===== src/rtl/fifo_pendbuffer.sv =====
// Single-write-port FIFO whose pops clear the head entry; pushes that lose the
// write port to a pop (or queue behind earlier deferred pushes) wait in a small pending queue.
module fifo_pendbuffer #(
    parameter int DW        = 8,
    parameter int AW        = 4,
    parameter int PEND      = 2,
    parameter int AF_THRESH = 14
) (
    input  logic          clk,
    input  logic          reset,
    input  logic          write,
    input  logic [DW-1:0] wr_data,
    input  logic          read,
    output logic [DW-1:0] rd_data,
    output logic          full,
    output logic          empty,
    output logic          almost_full,
    output logic [AW:0]   count,
    output logic [2:0]    pend_cnt,
    output logic          overflow,
    output logic          underflow,
    input  logic          clear_err
);

    localparam int DEPTH = 1 << AW;
    localparam int SW    = AW + 2;

    logic [DW-1:0] mem [DEPTH];

    logic [AW:0]   rd_ptr_q, rd_ptr_d;
    logic [AW:0]   wr_ptr_q, wr_ptr_d;
    logic [AW:0]   count_q, count_d;
    logic [2:0]    pend_cnt_q, pend_cnt_d;
    logic [DW-1:0] pend_q [PEND];
    logic [DW-1:0] pend_d [PEND];
    logic          overflow_q, overflow_d;
    logic          underflow_q, underflow_d;

    logic [SW-1:0] occ;
    logic          pend_nonempty;
    logic          pop, push, drain, direct, enq, commit;
    logic [2:0]    enq_idx;

    logic          mem_we;
    logic [AW-1:0] mem_waddr;
    logic [DW-1:0] mem_wdata;

    // Pending entries count as occupancy so a deferred push always finds room later.
    assign occ           = SW'(count_q) + SW'(pend_cnt_q);
    assign pend_nonempty = (pend_cnt_q != 3'd0);

    assign full        = (occ == SW'(DEPTH)) || (pend_cnt_q == 3'(PEND));
    assign empty       = (count_q == '0);
    assign almost_full = (occ >= SW'(AF_THRESH));
    assign count       = count_q;
    assign pend_cnt    = pend_cnt_q;
    assign overflow    = overflow_q;
    assign underflow   = underflow_q;
    assign rd_data     = empty ? '0 : mem[rd_ptr_q[AW-1:0]];

    assign pop    = read && !empty;
    assign push   = write && !full;
    assign drain  = !pop && pend_nonempty;
    assign direct = push && !pop && !pend_nonempty;
    assign enq    = push && (pop || pend_nonempty);
    assign commit = drain || direct;

    // A same-cycle drain shifts the queue down first, so the new tail lands one slot lower.
    assign enq_idx = pend_cnt_q - {2'b00, drain};

    always_comb begin
        mem_we    = 1'b0;
        mem_waddr = wr_ptr_q[AW-1:0];
        mem_wdata = wr_data;
        if (pop) begin
            mem_we    = 1'b1;
            mem_waddr = rd_ptr_q[AW-1:0];
            mem_wdata = '0;
        end else if (pend_nonempty) begin
            mem_we    = 1'b1;
            mem_wdata = pend_q[0];
        end else if (push) begin
            mem_we    = 1'b1;
        end
    end

    generate
        for (genvar gi = 0; gi < PEND; gi++) begin : g_pend_slot
            logic [DW-1:0] shifted;
            if (gi < PEND - 1) begin : g_mid
                assign shifted = drain ? pend_q[gi+1] : pend_q[gi];
            end else begin : g_last
                assign shifted = pend_q[gi];
            end
            assign pend_d[gi] = (enq && (enq_idx == 3'(gi))) ? wr_data : shifted;
        end
    endgenerate

    assign pend_cnt_d  = pend_cnt_q + {2'b00, enq} - {2'b00, drain};
    assign count_d     = count_q + {{AW{1'b0}}, commit} - {{AW{1'b0}}, pop};
    assign rd_ptr_d    = rd_ptr_q + {{AW{1'b0}}, pop};
    assign wr_ptr_d    = wr_ptr_q + {{AW{1'b0}}, commit};
    assign overflow_d  = (overflow_q && !clear_err) || (write && full);
    assign underflow_d = (underflow_q && !clear_err) || (read && empty);

    always_ff @(posedge clk or posedge reset) begin
        if (reset) begin
            rd_ptr_q    <= '0;
            wr_ptr_q    <= '0;
            count_q     <= '0;
            pend_cnt_q  <= '0;
            overflow_q  <= 1'b0;
            underflow_q <= 1'b0;
            for (int i = 0; i < PEND; i++) begin
                pend_q[i] <= '0;
            end
        end else begin
            rd_ptr_q    <= rd_ptr_d;
            wr_ptr_q    <= wr_ptr_d;
            count_q     <= count_d;
            pend_cnt_q  <= pend_cnt_d;
            overflow_q  <= overflow_d;
            underflow_q <= underflow_d;
            for (int i = 0; i < PEND; i++) begin
                pend_q[i] <= pend_d[i];
            end
        end
    end

    // Contents are not reset, but no write may land on an edge where reset is held.
    always_ff @(posedge clk) begin
        if (!reset && mem_we) begin
            mem[mem_waddr] <= mem_wdata;
        end
    end

endmodule

===== config.mk =====
export PLATFORM = sky130hd
export DESIGN_NAME = fifo_pendbuffer
export DESIGN_NICKNAME = d
export VERILOG_FILES = /design/src/rtl/fifo_pendbuffer.sv
export SDC_FILE = /design/constraint.sdc
export NUM_CORES = 1
export LEC_CHECK = 0
export BUFFER_PORTS_ARGS = -buffer_cell sky130_fd_sc_hd__buf_2
export CAP_MARGIN = 5
export CORE_MARGIN = 10
export CORE_UTILIZATION = 45
export DETAILED_ROUTE_END_ITERATION = 12
export HOLD_SLACK_MARGIN = 0.02
export PLACE_DENSITY = 0.67
export SYNTH_ARGS = -nofsm -noshare
export SYNTH_HDL_FRONTEND = slang
export SYNTH_SLANG_ARGS = --single-unit

===== constraint.sdc =====
create_clock -name clk -period 9.3 [get_ports clk]
set_input_delay 1.86 -clock clk [delete_from_list [all_inputs] [get_ports clk]]
set_output_delay 1.86 -clock clk [all_outputs]
set_load 0.1 [all_outputs]

Word-level counts from Yosys, hierarchy flattened --
Memory sizes are Yosys's and may differ from the RTL's. Index checks and enable logic that the tools add are counted.
Storage, ports and cells: bits in latches 0, register bits 36, bits of input ports 13, RAM bits 128, memories kept 1, bits in read-only memories 0, word-level logic and storage cells 60
Memories:
- mem | words 16, bits a word 8, read ports 1, clocked after Yosys merged registers in 0, write ports 1, RTL line 28 | logic [DW-1:0] mem [DEPTH];
Cells by class: reductions and logical operators 28, $lt $le $gt $ge 1, eq/ne operators 3, bitwise operators 0, shifts and indexed selects 0, mux-type cells 11, multipliers 0, divide/modulo/power cells 0, add/sub/neg operators 8
Operator list (number):
- 8-bit 2-to-1 mux | 5
- 5-bit by 1-bit adder with 5-bit output | 3
- 1-bit logical AND | 13
- 5-bit by 3-bit adder with 6-bit output | 1
- 6-bit by 5-bit equality test with 1-bit output, second input constant | 1
- 6-bit by 4-bit greater-or-equal comparator with 1-bit output, second input constant | 1
- 1-bit logical NOT | 6
- 3-bit by 1-bit subtractor with 3-bit output | 2
- 5-bit logical NOT | 1
- 1-bit logical OR | 5
- 1-bit 2-to-1 mux | 5
- 5-bit by 1-bit subtractor with 5-bit output | 1
- 4-bit 2-to-1 mux | 1
- 3-bit by 1-bit adder with 3-bit output | 1
- 3-bit by 1-bit equality test with 1-bit output, second input constant | 1
- 3-bit by 2-bit equality test with 1-bit output, second input constant | 1
- 3-bit logical NOT | 1
- 3-bit nonzero test | 1
- 2-bit nonzero test | 1

Longest topological paths before layout --
depth after elaboration 11, mapped depth 16, depth with buffers taken out 16

Least setup slack after synthesis --
Ideal clock, no wire load.
kind register -> output, start register pend_cnt_q[1] (netlist: pend_cnt[1]), end output port almost_full, slack 2.357 ns, required time 7.440 ns, cell stages (with the launch flop) 5, data arrival time 5.083 ns, buffers on the path 0, path through dfrtp_1 > inv_1 > fa_1 > xor2_1 > o41ai_1
On the way: word-level cells in the longest chain between the ends 2
Ends and longest elaborated chain:
- start: declaration | RTL line 33 | logic [2:0] pend_cnt_q, pend_cnt_d;
- start signal: assignment | RTL line 121 | pend_cnt_q <= pend_cnt_d;
- 5-bit by 3-bit adder with 6-bit output | RTL line 49 | assign occ = SW'(count_q) + SW'(pend_cnt_q);
- 6-bit by 4-bit greater-or-equal comparator with 1-bit output | RTL line 54 | assign almost_full = (occ >= SW'(AF_THRESH));
- end: declaration | RTL line 17 | output logic almost_full,
No other way between the ends.

Worst setup path after layout --
start register rd_ptr_q[0], end output port rd_data[4]
On the way: word-level cells in the longest chain between the ends 2
Ends and longest elaborated chain:
- start: declaration | RTL line 30 | logic [AW:0] rd_ptr_q, rd_ptr_d;
- start signal: assignment | RTL line 118 | rd_ptr_q <= rd_ptr_d;
- memory read 16 x 8 bit
- 8-bit 2-to-1 mux | RTL line 59 | assign rd_data = empty ? '0 : mem[rd_ptr_q[AW-1:0]];
- end: declaration | RTL line 14 | output logic [DW-1:0] rd_data,
No other way between the ends.

==> metrics <==
commonest non-fill, non-tap cell in the layout=edfxtp_1; largest net degree at the start of global routing=38; Main synth FF type=edfxtp_1; Top Ports=34; hold depth=1; CTS sink count=162; std cell rows=46; unrepaired setup endpoints after global routing=false; gate family responsible for the most delay along the worst path=multiplexers; H-tree level count=4; Syn Std Cell Area=7260 sq um; post-layout util=0.515; initial antenna violation count=0; Synth Instances=413; r2r startpoint=count[3]$_DFF_PP0_; setup TNS=0 ns; Hold Crit Class=flip-flop to flip-flop; # diodes=0; drt drc=0; WP data arrival=3.13 ns; Area growth syn-to-layout=12.4%; Ys Warns=0; routed vias/inst=5.58; clock root buffer=clkbuf_16; Placement Setup Slack=4.71 ns; final worst slack=4.31 ns; worst path cell trace=mux4_1 > mux4_2 > and2_1 > buf_2; Inserted Clock Buffers=17; syn_area_per_cell=17.6 sq um; gpl congestion=0.848; share of layout cells above drive strength 1=0.241; count of final hold-check violations=0; CP max stage delay=1.06 ns; TritonCTS clock tree=yes; reg2reg path depth=9; die area=21600 sq um; nets=485; syn_nets=446; initial core utilization=0.459; vias=3803; fmax=200 MHz; hold path startpoint=g_pend_slot[1].shifted[0]$_DFFE_PP0P_; DP Wirelength=9240 um; clock latency on the worst-skew pair=0.43 ns; Die Span Y=147 um; Max clock buf depth=2; outcome=finished clean; hold endpoint=g_pend_slot[1].shifted[0]$_DFFE_PP0P_; CP startpoint=rd_ptr_q[0]$_DFF_PP0_; first-pass GRT wire length=23500 um; Slew Viols, Final=0; CP Class=flip-flop to output pin; synth unique cells=52; setup bufs post-CTS=0; CP startpoint kind=flip-flop; hold_buf cts=0; final WL=14900 um; Max Cap Viol=0; clock period minus worst slack=4.99 ns; Req. time, crit path=7.44 ns; die width=147 um; Total Routing Usage GR=0.144; Buf/Inv on CP=1; most frequent cells in the layout=edfxtp_1 (128), buf_2 (33), dfrtp_1 (32), nand2_1 (23), mux4_1 (22); critical path peak fanout=37; fillcell total=1274; Synth Register Bits=162; remaining antenna violation count after routing=0; Async S/R FF share, synth=0.210; Final Cycle Share=0.537; crit end category=output pin; initial DRC count=371; number of buffers added on ports=33; average wire per standard cell=21.8 um; sequential cell area fraction in the yosys report=0.647; vias in the first global route=4062; # setup viols final=0; RR Endpoint=mem[0][0]$_DFFE_PP_; drt first pass iters=4; Core Region=15800 sq um; grt total ovfl=0; Slew @ Worst Pin=1.31 ns; slowest CP cell=dfrtp_2; clk slew on worst S/H paths=0.06 ns; cts repair resizes=0; Post-synth EDFFs=128; R2R setup slack=5.58 ns; Worst Skew=0.00933 ns; Slew headroom=0.125
-- synthesized netlist by cell type, types with 2 or more instances --
library cell / instances / area, sq um
a21o_1: 2 / 15.0
o21ai_0: 3 / 15.0
buf_1: 2 / 7.51
mux2_1: 8 / 90.1
nor2_4: 2 / 22.5
a31oi_1: 4 / 25.0
a22oi_1: 4 / 30.0
a211oi_1: 2 / 15.0
mux2_4: 8 / 120
mux4_2: 18 / 405
nor3b_1: 2 / 15.0
buf_12: 2 / 40.0
xor2_1: 6 / 52.6
mux2_2: 8 / 90.1
nand2_1: 23 / 86.3
ha_1: 17 / 213
clkbuf_1: 9 / 33.8
nor2_1: 20 / 75.1
edfxtp_1: 128 / 3840
inv_1: 17 / 63.8
nand4b_1: 2 / 17.5
nor3_1: 3 / 15.0
fa_1: 3 / 60.1
nand3_1: 5 / 25.0
inv_2: 2 / 7.51
a22o_1: 2 / 17.5
mux4_1: 22 / 578
and2_1: 9 / 56.3
xnor2_1: 5 / 43.8
dfrtp_1: 34 / 851
a21oi_1: 18 / 90.1
nor2b_1: 3 / 18.8
-- kinds of logic (layout without fill, tap and decap cells) --
logic type / after synthesis / in the layout / share of synthesized area
and+or+nand+nor: 80 / 80 / 0.0615
buffers and inverters: 35 / 87 / 0.0253
DFF: 162 / 162 / 0.647
muxes: 64 / 64 / 0.177
AOI/OAI and AO/OA: 41 / 41 / 0.0388
xor gates and xnor gates: 11 / 11 / 0.0133
adders and majority gates: 20 / 20 / 0.0376
-- routing by layer --
metal,track usage,share of wire
met5,0,0
met4,0.0471,0.012
met3,0.0387,0.058
met2,0.243,0.51
met1,0.176,0.42
-- how the worst max path moves through the flow --
stage | endpoint | slack, ns | cells past startpoint
floorplan | almost_full | 2.36 | 4
global placement | rd_data[3] | 4.73 | 4
detailed placement | rd_data[4] | 4.71 | 4
CTS | rd_data[4] | 4.25 | 4
global route | rd_data[3] | 4.17 | 4
finish | rd_data[4] | 4.31 | 4
-- stage by stage --
stage                     cell area (sq um)  instances  hold WS (ns)
after floorplan                        7260        413         0.459
after global placement                 7600        649         0.469
after detailed placement               7600        649         0.479
after CTS                              8160        681         0.492
after global routing                   8160        681         0.511
final                                  8160        681         0.486
-- flip-flops by register name, summed over array words and instances, names as in the netlist --
| register | flops |
|---|---|
| g_pend_slot.shifted | 8 |
| rd_ptr_q | 4 |
| mem | 128 |
| underflow | 1 |
| pend_cnt | 3 |
| wr_ptr_q | 4 |
| count | 5 |
| overflow | 1 |
| pend_q | 8 |
-- layout make-up --
cell class,instances,area [sq um],area share
Clock inverter,11,104,0.0127
Inverter,20,76.3,0.00935
Clock buffer,21,450,0.0552
Timing Repair Buffer,35,180,0.0221
Multi-Input combinational cell,216,2380,0.292
Sequential cell,162,4700,0.576
Tap cell,216,270,0.0331
Power is not shown: default switching activity piles up to over one toggle a cycle in this logic, so the estimate is an artifact.
